### config.mk
export PLATFORM = sky130hd
export DESIGN_NAME = regfile_scoreboard_flat
export DESIGN_NICKNAME = d
export VERILOG_FILES = /design/src/rtl/regfile_scoreboard_pkg.sv /design/src/rtl/regfile_scoreboard_if.sv /design/src/rtl/regfile_scoreboard_wb_scoreboard.sv /design/src/rtl/regfile_scoreboard.sv /design/src/flat_wrapper.sv
export SDC_FILE = /design/constraint.sdc
export NUM_CORES = 2
export LEC_CHECK = 0
export CAP_MARGIN = 0
export CORE_ASPECT_RATIO = 1.75
export CORE_MARGIN = 2
export CORE_UTILIZATION = 45
export CTS_CLUSTER_DIAMETER = 30
export DETAILED_ROUTE_END_ITERATION = 10
export PLACE_DENSITY = 0.65
export SETUP_SLACK_MARGIN = 0.1
export SLEW_MARGIN = 40
export SYNTH_ARGS = -nofsm -noshare
export SYNTH_HDL_FRONTEND = slang
export SYNTH_SLANG_ARGS = --single-unit
### constraint.sdc
create_clock -name clk -period 10.9 [get_ports clk]
set_input_delay 2.18 -clock clk [delete_from_list [all_inputs] [get_ports clk]]
set_output_delay 2.18 -clock clk [all_outputs]
set_load 0.02 [all_outputs]
### src/rtl/regfile_scoreboard_pkg.sv
// Shared definitions for the writeback register file and its pending-write
// scoreboard: widths, the hard-wired zero register index and common types.
package regfile_scoreboard_pkg;

  localparam int DATA_W  = 32;
  localparam int ADDR_W  = 5;
  localparam int CNT_W   = 2;
  localparam int NREGS   = 2 ** ADDR_W;
  localparam int CNT_MAX = (2 ** CNT_W) - 1;

  typedef logic [DATA_W-1:0] data_t;
  typedef logic [ADDR_W-1:0] reg_idx_t;
  typedef logic [CNT_W-1:0]  cnt_t;

  localparam reg_idx_t REG_ZERO  = '0;
  localparam cnt_t     CNT_ONE   = cnt_t'(1);
  localparam cnt_t     CNT_LIMIT = cnt_t'(CNT_MAX);

endpackage

### src/rtl/regfile_scoreboard_if.sv
// Bundle of writeback, decode-read and issue signals between the pipeline
// (master) and the register file / scoreboard (slave).
//   WriteData/WriteReg/RegWrite : writeback commit from WB
//   ReadReg1/2, Src1/2Used      : decode source operands
//   IssueValid/Writes/Reg       : decode issue and destination reservation
//   ReadData1/2, Stall          : operand values and decode hold
//   ErrUnderflow                : sticky release-without-reservation flag
interface regfile_scoreboard_if;
  import regfile_scoreboard_pkg::*;

  data_t    WriteData;
  reg_idx_t WriteReg;
  logic     RegWrite;
  reg_idx_t ReadReg1;
  reg_idx_t ReadReg2;
  logic     Src1Used;
  logic     Src2Used;
  logic     IssueValid;
  logic     IssueWrites;
  reg_idx_t IssueReg;
  data_t    ReadData1;
  data_t    ReadData2;
  logic     Stall;
  logic     ErrUnderflow;

  modport master (
    output WriteData, WriteReg, RegWrite, ReadReg1, ReadReg2, Src1Used,
           Src2Used, IssueValid, IssueWrites, IssueReg,
    input  ReadData1, ReadData2, Stall, ErrUnderflow
  );

  modport slave (
    input  WriteData, WriteReg, RegWrite, ReadReg1, ReadReg2, Src1Used,
           Src2Used, IssueValid, IssueWrites, IssueReg,
    output ReadData1, ReadData2, Stall, ErrUnderflow
  );

endinterface

### src/rtl/regfile_scoreboard_wb_scoreboard.sv
// Per-register in-flight write counters. Issue reserves a destination,
// writeback releases it; decode stalls on sources still in flight or when a
// destination counter is saturated.
//   clk, reset        : clock, synchronous active-high reset
//   we, write_reg     : effective writeback (already excludes register 0)
//   issue_*           : decode issue request and destination
//   read_reg*, src*_used : decode source operands
//   stall             : decode hold, combinational
//   err_underflow     : sticky, set when a release finds no reservation
module wb_scoreboard
  import regfile_scoreboard_pkg::*;
(
  input  logic     clk,
  input  logic     reset,
  input  logic     we,
  input  reg_idx_t write_reg,
  input  logic     issue_valid,
  input  logic     issue_writes,
  input  reg_idx_t issue_reg,
  input  reg_idx_t read_reg1,
  input  reg_idx_t read_reg2,
  input  logic     src1_used,
  input  logic     src2_used,
  output logic     stall,
  output logic     err_underflow
);

  cnt_t             cnt [NREGS];
  logic [NREGS-1:0] underflow;
  logic             iss;
  logic             haz1, haz2, dst_full;

  // Register 0 is never reserved, so its counter is a constant zero.
  assign cnt[0]       = '0;
  assign underflow[0] = 1'b0;

  for (genvar g = 1; g < NREGS; g++) begin : g_cnt
    cnt_t cnt_r;
    logic iss_hit, ret_hit;

    assign iss_hit      = iss && (issue_reg == reg_idx_t'(g));
    assign ret_hit      = we && (write_reg == reg_idx_t'(g));
    assign underflow[g] = ret_hit && !iss_hit && (cnt_r == '0);
    assign cnt[g]       = cnt_r;

    // NOTE: sequential state uses non-blocking assignments so every counter
    // samples the pre-edge values of its neighbours and of the inputs.
    always_ff @(posedge clk) begin
      if (reset) begin
        cnt_r <= '0;
      end else if (iss_hit && !ret_hit) begin
        cnt_r <= cnt_r + CNT_ONE;
      end else if (ret_hit && !iss_hit && cnt_r != '0) begin
        cnt_r <= cnt_r - CNT_ONE;
      end
    end
  end

  // A source whose last in-flight write lands this cycle is served by the
  // read bypass, so only older outstanding writes stall decode.
  always_comb begin
    // NOTE: every output of a combinational block gets a default first so no
    // path leaves it unassigned and infers a latch.
    haz1     = 1'b0;
    haz2     = 1'b0;
    dst_full = 1'b0;
    if (src1_used && read_reg1 != REG_ZERO)
      haz1 = (cnt[read_reg1] > CNT_ONE) ||
             (cnt[read_reg1] == CNT_ONE && !(we && write_reg == read_reg1));
    if (src2_used && read_reg2 != REG_ZERO)
      haz2 = (cnt[read_reg2] > CNT_ONE) ||
             (cnt[read_reg2] == CNT_ONE && !(we && write_reg == read_reg2));
    if (issue_writes)
      dst_full = (cnt[issue_reg] == CNT_LIMIT) && !(we && write_reg == issue_reg);
  end

  assign stall = issue_valid && (haz1 || haz2 || dst_full);
  assign iss   = issue_valid && issue_writes && (issue_reg != REG_ZERO) && !stall;

  always_ff @(posedge clk) begin
    if (reset)
      err_underflow <= 1'b0;
    else if (|underflow)
      err_underflow <= 1'b1;
  end

endmodule

### src/rtl/regfile_scoreboard.sv
// 32x32 register file at the consumer end of writeback, with two
// combinational read ports, same-cycle write-to-read bypass and a pending
// write scoreboard that stalls decode on in-flight sources.
//   clk, reset : clock, synchronous active-high reset (wins over all updates)
//   bus        : slave side of regfile_scoreboard_if (writeback, read, issue)
module regfile_scoreboard
  import regfile_scoreboard_pkg::*;
(
  input  logic                 clk,
  input  logic                 reset,
  regfile_scoreboard_if.slave  bus
);

  data_t rf [NREGS];
  logic  we;

  // Writes to register 0 are dropped here, so they neither commit nor retire.
  assign we = bus.RegWrite && (bus.WriteReg != REG_ZERO);

  // NOTE: the array is cleared on reset because software relies on every
  // register reading zero afterwards; this costs a reset on each entry.
  always_ff @(posedge clk) begin
    if (reset)
      rf <= '{default: '0};
    else if (we)
      rf[bus.WriteReg] <= bus.WriteData;
  end

  always_comb begin
    bus.ReadData1 = '0;
    if (bus.ReadReg1 != REG_ZERO)
      bus.ReadData1 = (we && bus.WriteReg == bus.ReadReg1) ? bus.WriteData
                                                           : rf[bus.ReadReg1];
    bus.ReadData2 = '0;
    if (bus.ReadReg2 != REG_ZERO)
      bus.ReadData2 = (we && bus.WriteReg == bus.ReadReg2) ? bus.WriteData
                                                           : rf[bus.ReadReg2];
  end

  wb_scoreboard u_sb (
    .clk           (clk),
    .reset         (reset),
    .we            (we),
    .write_reg     (bus.WriteReg),
    .issue_valid   (bus.IssueValid),
    .issue_writes  (bus.IssueWrites),
    .issue_reg     (bus.IssueReg),
    .read_reg1     (bus.ReadReg1),
    .read_reg2     (bus.ReadReg2),
    .src1_used     (bus.Src1Used),
    .src2_used     (bus.Src2Used),
    .stall         (bus.Stall),
    .err_underflow (bus.ErrUnderflow)
  );

endmodule

### src/flat_wrapper.sv
// flat-port wrapper written by rule: the top's interface ports become plain ports
module regfile_scoreboard_flat import regfile_scoreboard_pkg::*;
  (clk, reset, bus_WriteData, bus_WriteReg, bus_RegWrite, bus_ReadReg1, bus_ReadReg2, bus_Src1Used, bus_Src2Used, bus_IssueValid, bus_IssueWrites, bus_IssueReg, bus_ReadData1, bus_ReadData2, bus_Stall, bus_ErrUnderflow);
  regfile_scoreboard_if bus_i ();
  input  logic clk;
  input  logic reset;
  input wire logic [$bits(bus_i.WriteData)-1:0] bus_WriteData;
  input wire logic [$bits(bus_i.WriteReg)-1:0] bus_WriteReg;
  input wire logic [$bits(bus_i.RegWrite)-1:0] bus_RegWrite;
  input wire logic [$bits(bus_i.ReadReg1)-1:0] bus_ReadReg1;
  input wire logic [$bits(bus_i.ReadReg2)-1:0] bus_ReadReg2;
  input wire logic [$bits(bus_i.Src1Used)-1:0] bus_Src1Used;
  input wire logic [$bits(bus_i.Src2Used)-1:0] bus_Src2Used;
  input wire logic [$bits(bus_i.IssueValid)-1:0] bus_IssueValid;
  input wire logic [$bits(bus_i.IssueWrites)-1:0] bus_IssueWrites;
  input wire logic [$bits(bus_i.IssueReg)-1:0] bus_IssueReg;
  output wire logic [$bits(bus_i.ReadData1)-1:0] bus_ReadData1;
  output wire logic [$bits(bus_i.ReadData2)-1:0] bus_ReadData2;
  output wire logic [$bits(bus_i.Stall)-1:0] bus_Stall;
  output wire logic [$bits(bus_i.ErrUnderflow)-1:0] bus_ErrUnderflow;
  assign bus_i.WriteData = bus_WriteData;
  assign bus_i.WriteReg = bus_WriteReg;
  assign bus_i.RegWrite = bus_RegWrite;
  assign bus_i.ReadReg1 = bus_ReadReg1;
  assign bus_i.ReadReg2 = bus_ReadReg2;
  assign bus_i.Src1Used = bus_Src1Used;
  assign bus_i.Src2Used = bus_Src2Used;
  assign bus_i.IssueValid = bus_IssueValid;
  assign bus_i.IssueWrites = bus_IssueWrites;
  assign bus_i.IssueReg = bus_IssueReg;
  assign bus_ReadData1 = bus_i.ReadData1;
  assign bus_ReadData2 = bus_i.ReadData2;
  assign bus_Stall = bus_i.Stall;
  assign bus_ErrUnderflow = bus_i.ErrUnderflow;
  regfile_scoreboard u_core (.clk(clk), .reset(reset), .bus(bus_i));
endmodule
Word level (Yosys, flattened, before mapping)
Cells that the tools add are included.
{"block": "totals", "ff_bits": 1087, "output_inout_bits": 66, "input_bits": 59}
{"block": "classes", "n_reduce_logical": 368, "add_sub_neg": 62, "eq_ne": 68, "magnitude_cmp": 7, "n_bitwise": 4, "mux": 87}
{"operator": "1024-bit bitwise mux", "count": 1}
{"operator": "32-bit binary-select mux with 5-bit select", "count": 2}
{"operator": "32-bit two-way mux", "count": 9}
{"operator": "1-bit logical AND", "count": 200}
{"operator": "32-bit demux with 5-bit select", "count": 1}
{"operator": "5-bit == test (second input constant)", "count": 32}
{"operator": "2-bit two-way mux", "count": 68}
{"operator": "2-bit nonzero test", "count": 62}
{"operator": "5-bit by 4-bit == test with 1-bit output (second input constant)", "count": 16}
{"operator": "1-bit zero test", "count": 66}
{"operator": "2-bit by 1-bit adder with 2-bit output (second input constant)", "count": 31}
{"operator": "2-bit zero test", "count": 31}
{"operator": "2-bit by 1-bit subtractor with 2-bit output (second input constant)", "count": 31}
{"operator": "5-bit by 3-bit == test with 1-bit output (second input constant)", "count": 8}
{"operator": "31-bit OR reduction", "count": 1}
{"operator": "2-bit binary-select mux with 5-bit select", "count": 3}
{"operator": "6-bit >= comparator (second input constant)", "count": 4}
{"operator": "5-bit inverter with 6-bit output", "count": 4}
{"operator": "5-bit by 2-bit == test with 1-bit output (second input constant)", "count": 4}
{"operator": "5-bit nonzero test", "count": 4}
{"operator": "5-bit == test", "count": 3}
{"operator": "5-bit by 1-bit == test with 1-bit output (second input constant)", "count": 2}
{"operator": "6-bit by 1-bit < comparator with 1-bit output (second input constant)", "count": 1}
{"operator": "2-bit by 1-bit == test with 1-bit output (second input constant)", "count": 2}
{"operator": "other kinds (4)", "count": 10}

Depth between registers and ports, before layout
{"block": "logic_depth", "depth_word": 19, "ltp_mapped": 16, "mapped_depth_nobuf": 10}

By module
Synthesis repeated with hierarchy kept, for this count alone.
{"block": "unflattened", "hier_cells": 6887, "area_unflattened_um2": 58335.9}
{"mod": "regfile_scoreboard", "area_per_inst_um2": 52780.6, "cells_per_inst": 6153, "seq_area_each_um2": 20499.7, "instances": 1}
{"mod": "wb_scoreboard", "area_per_inst_um2": 5555.3, "cells_per_inst": 734, "seq_area_each_um2": 1261.2, "instances": 1}

Worst setup path before layout
OpenSTA, ideal clock, no wires.
{"block": "synth_path", "kind": "input to output", "start": "in bus_ReadReg1[0]", "end": "out bus_ReadData1[23]", "stages": 9, "t_arrival_ns": 4.904, "t_required_ns": 8.720, "path_slack_ns": 3.816, "path_cell_list": "buf_6 > buf_6 > clkbuf_1 > buf_2 > buf_1 > mux4_2 > mux4_2 > mux2i_1 > a211oi_1"}
{"block": "synth_via", "elab_chain_len": 6}
{"item": "start: declaration", "line": "flat_wrapper.sv:10", "rtl": "input wire logic [$bits(bus_i.ReadReg1)-1:0] bus_ReadReg1;"}
{"item": "5-bit inverter with 6-bit output (implied by the code)", "line": "regfile_scoreboard.sv:33", "rtl": ": rf[bus.ReadReg1];"}
{"item": "32-bit binary-select mux with 5-bit select", "line": "regfile_scoreboard.sv:33"}
{"item": "32-bit two-way mux (implied by the code) (2 in series)", "line": "regfile_scoreboard.sv:33"}
{"item": "32-bit two-way mux", "line": "regfile_scoreboard.sv:32", "rtl": "bus.ReadData1 = (we && bus.WriteReg == bus.ReadReg1) ? bus.WriteData"}
{"item": "32-bit two-way mux (*)", "line": "regfile_scoreboard.sv:31", "rtl": "if (bus.ReadReg1 != REG_ZERO)"}
{"item": "end: declaration", "line": "flat_wrapper.sv:17", "rtl": "output wire logic [$bits(bus_i.ReadData1)-1:0] bus_ReadData1;"}
Every way passes the cells marked *; elsewhere a longest branch is shown, timed or not. The select of a mux whose other input is x is not followed.

Worst setup path in the final report
{"block": "layout_path", "start": "in bus_ReadReg2[0]", "end": "out bus_ReadData2[19]"}
{"block": "layout_via", "elab_chain_len": 6}
{"item": "start: declaration", "line": "flat_wrapper.sv:11", "rtl": "input wire logic [$bits(bus_i.ReadReg2)-1:0] bus_ReadReg2;"}
{"item": "5-bit inverter with 6-bit output (implied by the code)", "line": "regfile_scoreboard.sv:37", "rtl": ": rf[bus.ReadReg2];"}
{"item": "32-bit binary-select mux with 5-bit select", "line": "regfile_scoreboard.sv:37"}
{"item": "32-bit two-way mux (implied by the code) (2 in series)", "line": "regfile_scoreboard.sv:37"}
{"item": "32-bit two-way mux", "line": "regfile_scoreboard.sv:36", "rtl": "bus.ReadData2 = (we && bus.WriteReg == bus.ReadReg2) ? bus.WriteData"}
{"item": "32-bit two-way mux (*)", "line": "regfile_scoreboard.sv:35", "rtl": "if (bus.ReadReg2 != REG_ZERO)"}
{"item": "end: declaration", "line": "flat_wrapper.sv:18", "rtl": "output wire logic [$bits(bus_i.ReadData2)-1:0] bus_ReadData2;"}
Marked as above.

==> key figures <==
Run status
  – Status: completed

CTS
  – Maximum buffer depth of the clock tree: 3
  – TritonCTS clock tree: done
  – Clk_lat worst skew: between 0.7 and 0.8 ns
  – # Post-CTS Setup Buffers: 0
  – Cts repair resizes: 0
  – Clk pin slew, worst setup/hold paths: roughly 0.06 ns
  – Hold_buf cts: 0
  – Clock root buffer: clkbuf_16
  – Number of CTS-inserted buffers: about 140
  – Clk sinks: 1087
  – H-tree lvl count: 4

Synth
  – Post-synth top area share: between 30% and 40%
  – Syn Inst Count: approximately 6300
  – Synth cell types: 64
  – Sequential-to-total area share from yosys stat: a little under two fifths
  – Post-synth EDFFs: 0
  – Ys flop type: dfxtp_1
  – Mapped Area: between 0.05 and 0.06 mm^2
  – Synth warn: 0
  – Cell taking the most area after synthesis: dfxtp_1
  – Syn Nets: 6333
  – Yosys reg bits: roughly 1100
  – Share of synthesized flip-flops with an asynchronous set or reset: 0%
  – Synth Area per Inst: around 9 um^2
  – Synth area leaders: dfxtp_1 38%, mux4_2 26%, nand2_1 14%

Drt
  – DRT Pass-1 Iters: 9
  – DR vias: about 51000
  – Final wirelength: ~220 mm
  – Via density per instance: 6.578
  – Drt wl/cell: ~29 um
  – Routed Antenna Nets: 0
  – DR DRC count: 0
  – 1st-iter DRT viols: 7184

GRT
  – GRT Util Overall: between 30% and 40%
  – Initial antenna violation count: 4
  – Vias in the first global route: between 40000 and 50000
  – Largest net degree at the start of global routing: a little over 200
  – Grt total ovfl: 0
  – First-pass GRT wire length: between 300 and 400 mm

Floorplanning
  – I/O pins: about 130
  – Core Area: 0.1266 mm^2
  – Die ar.: approximately 0.13 mm^2
  – Num rows: about 170
  – Initial Util: a little under half
  – Die width: 273.6 um
  – Die height: roughly 480 um

Cells and area
  – Layout cells sized above 1: a little under a fifth
  – Final core utilization: around half
  – Final instance area: 0.06470 mm^2
  – Layout Cells excl Fill: between 7000 and 8000
  – Commonest cells after routing, fill and taps aside: 2035 x nand2_1, 1087 x dfxtp_1, 1032 x a21oi_1, 668 x mux4_2, 146 x clkbuf_16
  – Synth-to-Final Area Change: 13.04%
  – Most common cell after layout, fill and taps aside: nand2_1
  – Layout net count: between 6000 and 7000

Setup path
  – CP Max Fanout: between 70 and 80
  – Crit. End Element: output port
  – WP buf/inv: 4
  – Slowest-stage cell, CP: buf_12
  – Worst path depth: 8
  – Crit path launch type: input port
  – Crit-path cells: buf_8, buf_12, buf_4, mux4_2, mux4_2, mux2i_1, a211oi_1, clkdlybuf4s50_1
  – Slowest stage delay, CP: around 0.6 ns
  – Top cell family by delay on the critical path: buffers and inverters
  – RR Endpoint: u_core.u_sb.err_underflow
  – CP Data Arrival Time: around 6.0 ns
  – Worst Path Required: 8.72 ns
  – FF-to-FF setup slack: between 6 and 7 ns
  – Setup CP Type: in2out
  – Crit Reg-Reg Startpoint: u_core.u_sb.g_cnt[13].cnt_r[0]
  – CP most frequent cell: mux4_2
  – FF-to-FF path depth: 11

Placement
  – Placed cell area: 0.05967 mm^2
  – DP HPWL: about 120 mm
  – # port buffers: around 120
  – DP Worst Slack: around 2.6 ns
  – Cells after DPL: 7541
  – GP Congestion: roughly 0.97

Pwr
  – Reg power frac: between 40% and 50%
  – Max VDD drop: approximately 0.13 mV
  – Static Leak: 20.60 nW
  – Power per Cell Area: about 150 mW/mm^2
  – Combinational power share: under 10%
  – Total chip power: 9.619 mW
  – Switch Pwr: around 2.4 mW
  – Clock power share: about 51%
  – Net Sw Frac: 25.38%
  – Cell internal pwr: 7.178 mW

Timing
  – Fin Hold WS: approximately 0.46 ns
  – Setup TNS: 0 ns
  – Fin. Hold Viols: 0
  – Slew Limit Fails: 0
  – Slew @ Worst Pin: about 1 ns
  – Minimum clock period: between 8 and 9 ns
  – Fin crit share: 75.14%
  – Setup-failing EPs final: 0
  – Worst slew margin: 33.37%
  – Worst setup margin: ~2.7 ns
  – RSZ-0062 raised after global routing: false
  – Clock Skew: 0.01393 ns
  – Max Clk Rate: between 100 and 150 MHz

Min path
  – Hold Path Origin: u_core.rf[952]
  – Hold endpoint: u_core.rf[952]
  – WHS Path Cells: 2
  – Worst hold path type: reg2reg

Flow run
  – Max Cap Viol: 0
[layer usage]
| layer | share of wire (%) | track usage [%] |
|---|---|---|
| met1 | 34 | 40.91 |
| met2 | 46 | 53.23 |
| met3 | 11 | 7.078 |
| met4 | 8.6 | 26.12 |
| met5 | 0.012 | 0 |
[power by group through the flow]
stage          sequential, mW  clock [mW]  combinational [mW]
4_1_cts                  4.02        4.90               0.705
6_report                 4.02        4.88               0.722
2_1_floorplan            4.10           0               0.474
3_5_place_dp             4.11           0               0.703
5_1_grt                  4.02        5.05               0.751
3_3_place_gp             4.11           0               0.692
[worst max path at each step]
stage                     slack (ns)            start                end
after floorplan                 3.82  bus_ReadReg1[0]  bus_ReadData1[23]
after global placement          2.67  bus_WriteReg[2]          bus_Stall
after detailed placement        2.62  bus_WriteReg[2]          bus_Stall
after CTS                       2.61  bus_WriteReg[2]          bus_Stall
after global routing            2.50  bus_ReadReg2[0]  bus_ReadData2[19]
final                           2.71  bus_ReadReg2[0]  bus_ReadData2[19]
[cell usage after synthesis, types with 4 or more instances]
master and count:
a2111oi_0 6, a211o_1 4, a211oi_1 96, a21oi_1 1032, a311oi_1 5, a31oi_1 34, and2_1 7, and3_1 8
buf_1 80, buf_2 19, buf_4 6, clkbuf_1 525, clkbuf_2 28, dfxtp_1 1087, inv_1 11, mux2_2 9
mux2i_1 84, mux4_2 668, nand2_1 2066, nand2b_1 30, nand3_1 35, nand4_1 5, nor2_1 150, nor2b_1 46
nor3_1 48, nor3b_1 5, nor4_1 5, o2111ai_1 4, o211ai_1 9, o21a_1 14, o21ai_0 49, or2_2 6
or3_1 26, or4_1 4, xnor2_1 12, xor2_1 4
[worst register-to-register path, delay by kind of cell, from the launching register on]
family,cells,cell delay (ns)
mux,2,0.76
flops,1,0.39
compound gates,4,1.30
simple gates,4,1.12
buf+inv,1,0.36
[state kept, by name (all words and copies together) (netlist names)]
signal,flops
u_core.u_sb.g_cnt.cnt_r,62
u_core.u_sb.err_underflow,1
u_core.rf,1024
[cell families after synthesis]
family,count (synthesis),share of synthesized area [%]
simple gates,2462,17.17
compound gates,1276,12.05
flops,1087,38.02
mux,761,27.93
buf+inv,672,4.589
xor+xnor,16,0.2448
[layout make-up]
cell class              count  area (um^2)
fillers                 11240        61930
multi-input cells        4515        33200
flip-flops and latches   1087        21760
clock buffers             170         3874
repair buffers            270         2718
well taps                1662         2079
clock inverters            80         1005
inverters                  11        51.30
diodes                      5        12.51
(Power assumes the default switching activity.)
